<file path="src/rtl/game_speed_pkg.sv">
// Shared types and defaults for the game speed controller.
// Provides the motion-state encoding and a borrow-safe saturating subtract.
package game_speed_pkg;

  typedef enum logic [1:0] {
    ST_IDLE   = 2'b00,
    ST_RUN    = 2'b01,
    ST_PAUSED = 2'b10
  } state_t;

  localparam int unsigned DEF_PERIOD_WIDTH = 31;
  localparam int unsigned DEF_INIT_PERIOD  = 50_000_000;
  localparam int unsigned DEF_MIN_PERIOD   = 2;
  localparam int unsigned DEF_STEP         = 1_000_000;

  // max(value - step, floor); the extra borrow bit keeps a large step from wrapping around.
  function automatic logic [63:0] sat_sub(input logic [63:0] value,
                                          input logic [63:0] step,
                                          input logic [63:0] floor);
    logic [64:0] diff;
    diff = {1'b0, value} - {1'b0, step};
    if (diff[64] || (diff[63:0] < floor)) return floor;
    return diff[63:0];
  endfunction

endpackage

</file>
<file path="src/rtl/period_counter.sv">
// Free-running period counter: counts while enabled and pulses wrap on the
// cycle whose edge returns the count to zero.
module period_counter
  import game_speed_pkg::*;
#(
  parameter int unsigned PERIOD_WIDTH = DEF_PERIOD_WIDTH
) (
  input  logic                    clk,
  input  logic                    rst,
  input  logic                    en,
  input  logic                    clear,
  input  logic [PERIOD_WIDTH-1:0] period,
  output logic                    wrap
);

  localparam logic [PERIOD_WIDTH-1:0] ONE = PERIOD_WIDTH'(1);

  logic [PERIOD_WIDTH-1:0] count_q;

  // >= rather than ==: a period shrunk while paused below the held count wraps on the next run edge.
  assign wrap = en && (count_q >= (period - ONE));

  always_ff @(posedge clk or posedge rst) begin
    if (rst)        count_q <= '0;
    else if (clear) count_q <= '0;
    else if (wrap)  count_q <= '0;
    else if (en)    count_q <= count_q + ONE;
  end

endmodule

</file>
<file path="src/rtl/game_speed_ctrl.sv">
// Game timing divider: IDLE/RUN/PAUSED sequencing, tick generation and period ramping.
// Define GAME_SPEED_SLOWCLK_EN to build the legacy slow_clk toggle register.
module game_speed_ctrl
  import game_speed_pkg::*;
#(
  parameter int unsigned PERIOD_WIDTH = DEF_PERIOD_WIDTH,
  parameter int unsigned INIT_PERIOD  = DEF_INIT_PERIOD,
  parameter int unsigned MIN_PERIOD   = DEF_MIN_PERIOD,
  parameter int unsigned STEP         = DEF_STEP
) (
  input  logic                    clk,
  input  logic                    rst,
  input  logic                    start,
  input  logic                    pause,
  input  logic                    stop,
  input  logic                    speed_up,
  input  logic                    speed_reset,
  output logic                    tick,
  output logic                    slow_clk,
  output logic [PERIOD_WIDTH-1:0] period,
  output logic [1:0]              state,
  output logic                    at_max_speed
);

  localparam logic [PERIOD_WIDTH-1:0] INIT_P = PERIOD_WIDTH'(INIT_PERIOD);
  localparam logic [PERIOD_WIDTH-1:0] MIN_P  = PERIOD_WIDTH'(MIN_PERIOD);

  state_t                  state_q, state_d;
  logic [PERIOD_WIDTH-1:0] period_q, period_d;
  logic                    pend_up_q, pend_up_d;
  logic                    pend_rst_q, pend_rst_d;
  logic                    tick_q;
  logic                    cnt_en, cnt_clear, wrap, apply;

  period_counter #(.PERIOD_WIDTH(PERIOD_WIDTH)) u_counter (
    .clk    (clk),
    .rst    (rst),
    .en     (cnt_en),
    .clear  (cnt_clear),
    .period (period_q),
    .wrap   (wrap)
  );

  // Command edges themselves never count: pausing/stopping freezes the count on that edge.
  assign cnt_en    = (state_q == ST_RUN) && !stop && !pause;
  assign cnt_clear = (state_q == ST_IDLE) || stop;
  // While running, period changes wait for the wrap so no partial period is ever produced.
  assign apply     = (state_q != ST_RUN) || wrap;

  // NOTE: every always_comb output gets a default first so no path leaves it unassigned (no latch).
  always_comb begin
    state_d = state_q;
    case (state_q)
      ST_IDLE:   if (!stop && start) state_d = ST_RUN;
      ST_RUN:    if (stop) state_d = ST_IDLE; else if (pause) state_d = ST_PAUSED;
      ST_PAUSED: if (stop) state_d = ST_IDLE; else if (pause) state_d = ST_RUN;
      default:   state_d = ST_IDLE;
    endcase
  end

  always_comb begin
    period_d   = period_q;
    pend_up_d  = pend_up_q  && !apply;
    pend_rst_d = pend_rst_q && !apply;
    if (apply) begin
      if (pend_rst_q)
        period_d = INIT_P;
      else if (pend_up_q)
        period_d = PERIOD_WIDTH'(sat_sub(64'(period_q), 64'(STEP), 64'(MIN_PERIOD)));
    end
    // Requests landing on an apply edge are kept for the next application.
    if (speed_reset) begin
      pend_rst_d = 1'b1;
      pend_up_d  = 1'b0;
    end else if (speed_up) begin
      pend_up_d = 1'b1;
    end
  end

  // NOTE: sequential state uses non-blocking assignments so all registers update from pre-edge values.
  always_ff @(posedge clk or posedge rst) begin
    if (rst) begin
      state_q    <= ST_IDLE;
      period_q   <= INIT_P;
      pend_up_q  <= 1'b0;
      pend_rst_q <= 1'b0;
      tick_q     <= 1'b0;
    end else begin
      state_q    <= state_d;
      period_q   <= period_d;
      pend_up_q  <= pend_up_d;
      pend_rst_q <= pend_rst_d;
      tick_q     <= wrap;
    end
  end

`ifdef GAME_SPEED_SLOWCLK_EN
  logic slow_q;

  always_ff @(posedge clk or posedge rst) begin
    if (rst)       slow_q <= 1'b0;
    else if (wrap) slow_q <= ~slow_q;
  end

  assign slow_clk = slow_q;
`else
  assign slow_clk = 1'b0;
`endif

  assign tick         = tick_q;
  assign period       = period_q;
  assign state        = state_q;
  assign at_max_speed = (period_q == MIN_P);

endmodule

</file>
<file path="config.mk">
export PLATFORM = sky130hd
export DESIGN_NAME = game_speed_ctrl
export DESIGN_NICKNAME = d
export VERILOG_FILES = /design/src/rtl/game_speed_pkg.sv /design/src/rtl/period_counter.sv /design/src/rtl/game_speed_ctrl.sv
export SDC_FILE = /design/constraint.sdc
export NUM_CORES = 1
export LEC_CHECK = 0
export ABC_AREA = 0
export CORE_MARGIN = 2
export CORE_UTILIZATION = 50
export DETAILED_ROUTE_END_ITERATION = 10
export PLACE_DENSITY = 0.7
export SLEW_MARGIN = 20
export SYNTH_ARGS = -nofsm -noshare
export SYNTH_HDL_FRONTEND = slang
export SYNTH_SLANG_ARGS = --single-unit
</file>
<file path="constraint.sdc">
create_clock -name clk -period 8.3 [get_ports clk]
set_clock_uncertainty 0.1 [all_clocks]
set_input_delay 1.66 -clock clk [delete_from_list [all_inputs] [get_ports clk]]
set_output_delay 1.66 -clock clk [all_outputs]
set_load 0.03 [all_outputs]
</file>
==> results.tsv <==
metric	value	unit
Synth Register Bits	62	
Fmax achieved	0.182	GHz
vias in the first global route	4699	
# port buffers	36	
DR vias/cell	6.23	
outcome	completed	
switch share	0.403	
Chip Height	105	um
leading area contributor after synthesis	dfrtp_1	
largest net degree at the start of global routing	63	
DR WL/cell	18.0	um
first-pass GRT wire length	23.9	mm
HPWL reported at the end of detailed placement	10.2	mm
Worst Setup SP	period[10]$_DFFE_PP0P_	
reg2reg path depth	13	
worst reg2reg setup slack	2.80	ns
ranking of synthesized cells by area	dfrtp_1 (24%), ha_1 (8.7%), dfstp_2 (6.1%), nand2_1 (4.5%), a21oi_1 (4.4%)	
Fill cells	925	
Post-synth EDFFs	0	
Post-Route WL	14.2	mm
async set-reset flop share out of synthesis	1.00	
CTS Hold Bufs	0	
clk root buf	clkbuf_8	
post-CTS sizing	0	
synth-to-layout area growth	11.5	%
Main synth FF type	dfrtp_1	
DRT Pass-1 Iters	5	
Max-Cap Viols	0	
Starting DRT DRC Count	285	
total grt overflow	0	
Hold Crit Start	u_counter.count_q[28]$_DFFE_PP0P_	
number of buffers created by CTS	9	
post-synth top area share	0.243	
internal cell power	0.653	mW
DR DRC count	0	
Boundary Pins	43	
top post-synthesis cells by count	nand2_1 (62), dfrtp_1 (50), nor2_1 (49)	
Initial Utilization	0.508	
final setup fails	0	
Worst slew margin	0.315	
row cnt	37	
worst setup margin	2.80	ns
kind of critical path	flip-flop to flip-flop	
Worst Hold Class	flip-flop to flip-flop	
r2r startpoint	period[10]$_DFFE_PP0P_	
leakage dissipation	2.28	nW
Worst Path Max Fanout	21	
RSZ-0062 raised after global routing	no	
post-synth cell types	68	
CP Capture Type	flip-flop	
worst slew pin tran	1.03	ns
CTS tree	done	
Final period util	0.662	
Post-Syn Area	5150	um^2
Seq pwr share	0.377	
clock buffer depth	2	
post-synthesis area per instance	8.10	um^2
Startpoint Class	flip-flop	
Skew-Pair Late Insertion Delay	0.36	ns
width of the die	105	um
Setup Fix Bufs, Post-CTS	0	
total number of vias	4916	
worst vdd ir	0.000149	V
# nets final	691	
Yosys warnings	0	
Combinational Power Share	0.339	
Clk pwr share	0.285	
Final Max Tran Viols	0	
Power per Cell Area	191	nW/um^2
core box area	10100	um^2
GRT Overall Usage	0.268	
final setup TNS	0	ns
CTS H-tree depth	3	
routability cong.	0.926	
CP endpoint	u_counter.count_q[7]$_DFFE_PP0P_	
Reg clk slew, reported paths	0.08	ns
sequential fraction of the synthesis area	0.304	
initial antenna violation count	0	
CTS Sinks	62	
Hold Vio Cnt, Final	0	
FF-to-FF End	u_counter.count_q[7]$_DFFE_PP0P_	
P_sw	0.441	mW
count leader, synth	nand2_1	
n_diodes	0	
layout cells sized above 1	0.0781	
CP arrival	5.67	ns
DP Worst Slack	2.83	ns
synthesized instance count	636	
die area	11100	um^2
Post-DRT Antenna Nets	0	
minimum clock period	5.50	ns
Final Util	0.567	
Req. time, crit path	8.48	ns
[sequential cells by signal, indices dropped and copies added, names as in the netlist]
signal,count
pend_rst_q,1
pend_up_q,1
period,26
state,2
tick,1
u_counter.count_q,31
[stage by stage]
step                      total power [mW]  hold WS (ns)  area (um^2)  std cells
after floorplan                      0.667         0.379         5170        641
after global placement               0.774         0.417         5520        773
after detailed placement             0.781         0.426         5520        773
after CTS                             1.09         0.438         5740        789
after global routing                  1.15         0.469         5740        789
final                                 1.09         0.441         5740        789
[how the worst min path moves through the flow]
stage | slack (ns) | end | depth (start not counted)
3_3_place_gp | 0.42 | u_counter.count_q[28]$_DFFE_PP0P_ | 1
6_report | 0.44 | u_counter.count_q[28]$_DFFE_PP0P_ | 1
3_5_place_dp | 0.43 | u_counter.count_q[28]$_DFFE_PP0P_ | 1
4_1_cts | 0.44 | u_counter.count_q[28]$_DFFE_PP0P_ | 1
2_1_floorplan | 0.38 | u_counter.count_q[28]$_DFFE_PP0P_ | 1
5_1_grt | 0.47 | u_counter.count_q[30]$_DFFE_PP0P_ | 1
[power by group through the flow]
| stage | sequential (mW) | combinational [mW] | clock [mW] |
|---|---|---|---|
| finish | 0.412 | 0.371 | 0.312 |
| global route | 0.419 | 0.408 | 0.325 |
| CTS | 0.410 | 0.369 | 0.313 |
| detailed placement | 0.415 | 0.366 | 0 |
| global placement | 0.414 | 0.360 | 0 |
| floorplan | 0.407 | 0.261 | 0 |
[layout make-up]
| cell class | count | area [um^2] | share of cell area |
|---|---|---|---|
| multi-input combinational | 508 | 3290 | 0.573 |
| sequential | 62 | 1570 | 0.273 |
| timing repair buffer | 40 | 390 | 0.0680 |
| tap | 136 | 170 | 0.0296 |
| clock buffer | 10 | 138 | 0.0240 |
| inverter | 27 | 101 | 0.0176 |
| clock inverter | 6 | 85.1 | 0.0148 |
[cells by family after synthesis]
family / count (synthesis) / share of synthesized area
AO/OA/AOI/OAI: 194 / 0.252
XOR/XNOR: 31 / 0.0527
adder cells (fa/ha/maj): 36 / 0.0875
buffers and inverters: 71 / 0.0612
flip-flops: 62 / 0.304
other: 1 / 0.000728
AND/OR/NAND/NOR: 241 / 0.242
[per-layer routing]
layer  share of wire  up-vias  track usage
met3           0.052       24       0.0414
li1                -     2364            -
met5               0        -            0
met2            0.47      165        0.410
met4           0.018        0        0.104
met1            0.46     2363        0.380
[placed cells by master (no fill, tap or decap), types with 8 or more instances in the layout]
master	netlist	final
inv_1	27	26
o21ai_0	41	41
nand2_1	62	62
ha_1	36	36
nand3_1	28	28
nor2_1	49	49
o211ai_1	9	9
nand2b_1	8	8
nor3_1	18	18
clkdlybuf4s50_1	0	36
xor2_1	11	11
dfrtp_1	50	50
nand4_1	14	14
or3_1	13	13
a21o_1	13	13
a31oi_1	20	20
clkbuf_8	0	10
and2_1	8	8
xnor2_1	20	20
dfstp_2	12	12
a21oi_1	45	45
[critical path: stages (launching register included)]
cell and delay [ns]:
dfrtp_1 0.50, or4_4 0.64, or4_4 0.47, or2_2 0.33, or3_1 0.42, nor4b_2 0.29, xnor2_1 0.15, ha_1 0.26
nand3_1 0.07, a21oi_1 0.06, a211oi_1 0.61, nand4_1 0.83, or3_1 0.60, o21ai_0 0.08
(Power assumes the default switching activity.)
